### config.mk
export PLATFORM = sky130hd
export DESIGN_NAME = cooktime_count
export DESIGN_NICKNAME = d
export VERILOG_FILES = /design/src/rtl/cooktime_count.sv
export SDC_FILE = /design/constraint.sdc
export NUM_CORES = 1
export LEC_CHECK = 0
export BUFFER_PORTS_ARGS = -buffer_cell sky130_fd_sc_hd__buf_4
export CAP_MARGIN = 10
export CORE_UTILIZATION = 57
export DETAILED_ROUTE_END_ITERATION = 8
export MAX_ROUTING_LAYER = met4
export PLACE_DENSITY_LB_ADDON = 0.15
export SKIP_CTS_REPAIR_TIMING = 1
export SLEW_MARGIN = 25
export SYNTH_ARGS = -nofsm -noshare
export SYNTH_HDL_FRONTEND = slang
export SYNTH_SLANG_ARGS = --single-unit
### constraint.sdc
create_clock -name clk -period 3.8 [get_ports clk]
set_clock_uncertainty 0.2 [all_clocks]
set_input_delay 0.19 -clock clk [delete_from_list [all_inputs] [get_ports clk]]
set_output_delay 0.19 -clock clk [all_outputs]
set_load 0.005 [all_outputs]
### src/rtl/cooktime_count.sv
// Egg-timer cook-time setter: synchronize + debounce the button, add one minute per press (BCD 00-99).
// Define COOKTIME_AUTOREPEAT_EN to add hold-to-repeat increments.
module cooktime_count #(
  parameter int DEBOUNCE_CYCLES = 2,
  parameter int MAX_TENS        = 9,
  parameter int REPEAT_DELAY    = 10,
  parameter int REPEAT_RATE     = 3
) (
  input  logic       clk,
  input  logic       reset,
  input  logic       main_enable,
  input  logic       button_in,
  output logic [3:0] ones,
  output logic [3:0] tens
);

  localparam logic [3:0] DB_LIM = 4'(DEBOUNCE_CYCLES);
  localparam logic [3:0] MT     = 4'(MAX_TENS);

  if (DEBOUNCE_CYCLES < 1 || DEBOUNCE_CYCLES > 15 || MAX_TENS < 1 || MAX_TENS > 9 ||
      REPEAT_DELAY < 1 || REPEAT_DELAY > 255 || REPEAT_RATE < 1 || REPEAT_RATE > 255) begin : g_bad_cfg
    $error("cooktime_count: parameter out of legal range");
  end

  logic       sync1_q, sync2_q, deb_q, edge_q;
  logic [3:0] dcnt_q, dcnt_inc;
  logic       press, inc;
  logic [3:0] ones_q, ones_d, tens_q, tens_d;

  assign dcnt_inc = dcnt_q + 4'd1;
  // edge_q holds last cycle's debounced level, so press is high for exactly one cycle per rise
  assign press    = deb_q & ~edge_q;

  always_ff @(posedge clk or negedge reset) begin
    if (!reset) begin
      sync1_q <= 1'b0;
      sync2_q <= 1'b0;
      deb_q   <= 1'b0;
      dcnt_q  <= 4'd0;
      edge_q  <= 1'b0;
    end else begin
      sync1_q <= button_in;
      sync2_q <= sync1_q;
      edge_q  <= deb_q;
      if (sync2_q == deb_q) begin
        dcnt_q <= 4'd0;
      end else if (dcnt_inc == DB_LIM) begin
        deb_q  <= sync2_q;
        dcnt_q <= 4'd0;
      end else begin
        dcnt_q <= dcnt_inc;
      end
    end
  end

`ifdef COOKTIME_AUTOREPEAT_EN
  localparam logic [7:0] RPT_DLY  = 8'(REPEAT_DELAY);
  localparam logic [7:0] RPT_RATE = 8'(REPEAT_RATE);

  logic [7:0] rpt_q;
  logic       rpt_arm_q, rpt_fast_q, rpt_fire;

  // Armed only by an accepted press, so re-enabling during a hold never starts repeats
  assign rpt_fire = rpt_arm_q & deb_q & main_enable &
                    ((rpt_q + 8'd1) == (rpt_fast_q ? RPT_RATE : RPT_DLY));

  always_ff @(posedge clk or negedge reset) begin
    if (!reset) begin
      rpt_q      <= 8'd0;
      rpt_arm_q  <= 1'b0;
      rpt_fast_q <= 1'b0;
    end else if (!deb_q || !main_enable) begin
      rpt_q      <= 8'd0;
      rpt_arm_q  <= 1'b0;
      rpt_fast_q <= 1'b0;
    end else if (press) begin
      rpt_q      <= 8'd0;
      rpt_arm_q  <= 1'b1;
      rpt_fast_q <= 1'b0;
    end else if (rpt_arm_q) begin
      if (rpt_fire) begin
        rpt_q      <= 8'd0;
        rpt_fast_q <= 1'b1;
      end else begin
        rpt_q <= rpt_q + 8'd1;
      end
    end
  end

  assign inc = (press & main_enable) | rpt_fire;
`else
  assign inc = press & main_enable;
`endif

  always_comb begin
    ones_d = ones_q;
    tens_d = tens_q;
    if (inc) begin
      if (ones_q < 4'd9) begin
        ones_d = ones_q + 4'd1;
      end else begin
        ones_d = 4'd0;
        tens_d = (tens_q >= MT) ? 4'd0 : tens_q + 4'd1;
      end
    end
  end

  always_ff @(posedge clk or negedge reset) begin
    if (!reset) begin
      ones_q <= 4'd0;
      tens_q <= 4'd0;
    end else begin
      ones_q <= ones_d;
      tens_q <= tens_d;
    end
  end

  assign ones = ones_q;
  assign tens = tens_q;

endmodule

==> impl_metrics.yaml <==
global_route:
  grt_max_degree: 17
  antenna_found_initial: 0
  grt_pass1_vias: 511
  grtUsageTotal_pct: 22.7
  grt_pass1_wl_mm: 2.10
  grt-ovfl-total: 0
clocking:
  ctsRootBufferMaster: "clkbuf_4"
  cts_inserted_buffers: 3
  insertion_delay_ps: 280
  htreeDepth: 1
  clk_pin_slew_worst_paths_ps: 80
  clock-sinks: 16
  cts_tree: "yes"
  cts_buffer_depth: 2
drt:
  vias: 544
  first_pass_iters: 3
  drc: 0
  dr.first_iter.drc_count: 2
  wl_mm: 1.28
  wl_per_cell_um: 13.1
  route.antenna.remaining_nets: 0
  vias_per_cell: 5.55
die:
  pin_count: 12
  core_mm2: 0.00119
  fp.dieArea_mm2: 0.00152
  chipHeight_um: 39.0
  row_count: 12
  die_width_um: 39.0
  initial_core_util_pct: 65.6
sta:
  setup_tns_ps: 0
  report.final.slew_viol_count: 0
  fin_crit_ps: 1950
  finalCritPeriodShare_pct: 51.4
  finalHoldViolCount: 0
  max_slew_margin_pct: 70.6
  setup_viol: 0
  grt_setup_unrepaired: "no"
  clock.fmax_mhz: 512
  worstMarginPinSlew_ps: 439
  whs_ps: 94.1
place:
  gp_congestion: 0.819
  hpwl_um: 972
  portBuffers: 11
  post_dp_cell_area_um2: 878
synthesis:
  synthCells: 68
  ys_top_cells_by_area: "dfrtp_1 51%, ha_1 11%, inv_1 3.4%"
  netlist.area_leader.share_pct: 51.4
  syn_avg_cell_area_um2: 11.4
  synth-seq-cells: 16
  ys_types: 28
  yosys_warnings: 0
  syn_area_um2: 778
  ys_seq_area_share_pct: 51.4
  synth_fp_nets: 79
  synth_largest_area_cell: "dfrtp_1"
critical_path:
  cp_cell_sequence: "ha_1, or4b_4, o21ai_2, mux2_4"
  cp_slowest_cell: "or4b_4"
  criticalPathCategory: "reg -> reg"
  startpoint_type: "flip-flop"
  max_stage_delay_ps: 540
  crit_start: "dcnt_q[0]"
  crit_required_ps: 3770
  r2r_start: "dcnt_q[0]"
  cp_max_fo: 5
  crit_family: "simple AND/OR/NAND/NOR gates"
  rrSetupSlack_ps: 1850
  cp.buffers_inverters: 0
  critPathArrivalTime_ps: 1920
  cp-end-kind: "flip-flop"
status:
  status: "finished, final reports clean"
pwr:
  cellLeakagePower_uw: 0.000440
  p_per_area_mw_per_mm2: 699
  vdd_drop_max_v: 0.000391
  finalPower_uw: 643
cells_and_area:
  fillerInstances: 77
  drive_gt1_share_pct: 22.6
  areaGrowthSynthToFinish_pct: 18.3
  antenna_cells: 0
  multi_input_area_um2: 352
  final_util_pct: 77.6
  ff_latch_area_um2: 400
  fin_area_um2: 921
  nets: 97
job:
  drv_cap: 0
worst_hold_path:
  hp-class: "in -> async"
## layout make-up
cell class | instances | area share, %
Timing Repair Buffer | 13 | 11.1
Tap cell | 14 | 1.90
Clock buffer | 3 | 2.45
Sequential cell | 16 | 43.5
Multi-Input combinational cell | 45 | 38.2
Inverter | 7 | 2.85
## synthesized netlist by cell type (all sizes together)
cell type / instances
a41oi: 1
nand2: 2
or4b: 1
inv: 7
nand2b: 2
nand3b: 1
and3b: 1
o2bb2ai: 1
nand3: 2
xnor2: 3
ha: 7
xor2: 1
a21oi: 2
mux2i: 1
mux2: 2
nand4: 1
nor2: 4
o31ai: 1
nor3: 3
nor2b: 1
dfrtp: 16
o22ai: 1
o21a: 1
a21boi: 1
o21ai: 5
## per-layer routing
layer,vias up,part of all wire (%),track usage (%)
li1,270,-,-
met1,262,44,25.1
met2,12,51,37.5
met3,0,5.0,8.67
met4,0,0,7.76
met5,-,0,-
## registers in the layout (all words and copies together) (netlist names)
register  flops
dcnt_q        4
deb_q         1
edge_q        1
ones          4
sync1_q       1
sync2_q       1
tens          4
## worst paths after layout
kind / depth (start not counted) / endpoint
max: 4 / deb_q
min: 2 / edge_q
max reg2reg: 4 / deb_q
min reg2reg: 0 / sync2_q
max in group asynchronous: 2 / sync2_q
min in group clk: 3 / ones[1]
## cell families (layout without fill, tap and decap cells)
family,after synthesis,after routing,synth area share [%]
mux,3,3,4.66
fa+ha+maj,7,7,11.3
xor+xnor,4,4,4.50
compound gates,13,13,10.9
buf+inv,7,23,3.38
flops,16,16,51.4
simple gates,18,18,13.8
## placed cells by master (no fill, tap or decap), drive strengths merged, types with 2 or more instances in the layout
cell type    netlist  routed
buf                0      11
nand3              2       2
nand2b             2       2
o21ai              5       5
nand2              2       2
mux2               2       2
dlygate4sd3        0       2
a21oi              2       2
xnor2              3       3
dfrtp             16      16
inv                7       7
clkbuf             0       3
nor3               3       3
nor2               4       4
ha                 7       7
## power breakdown
group / leakage [µW] / internal, µW / switching (µW)
Combinational: 0.000225 / 148 / 120
Sequential: 0.000201 / 231 / 64.9
Clock: 0.0000138 / 36.7 / 44.0
## stage by stage
stage          std cells  setup WS (ps)
6_report              98           1850
5_1_grt               98           1770
4_1_cts               96           1840
3_5_place_dp          93           1840
3_3_place_gp          93           1890
2_1_floorplan         68           1910
No activity file was read; power rests on OpenSTA's default activity.
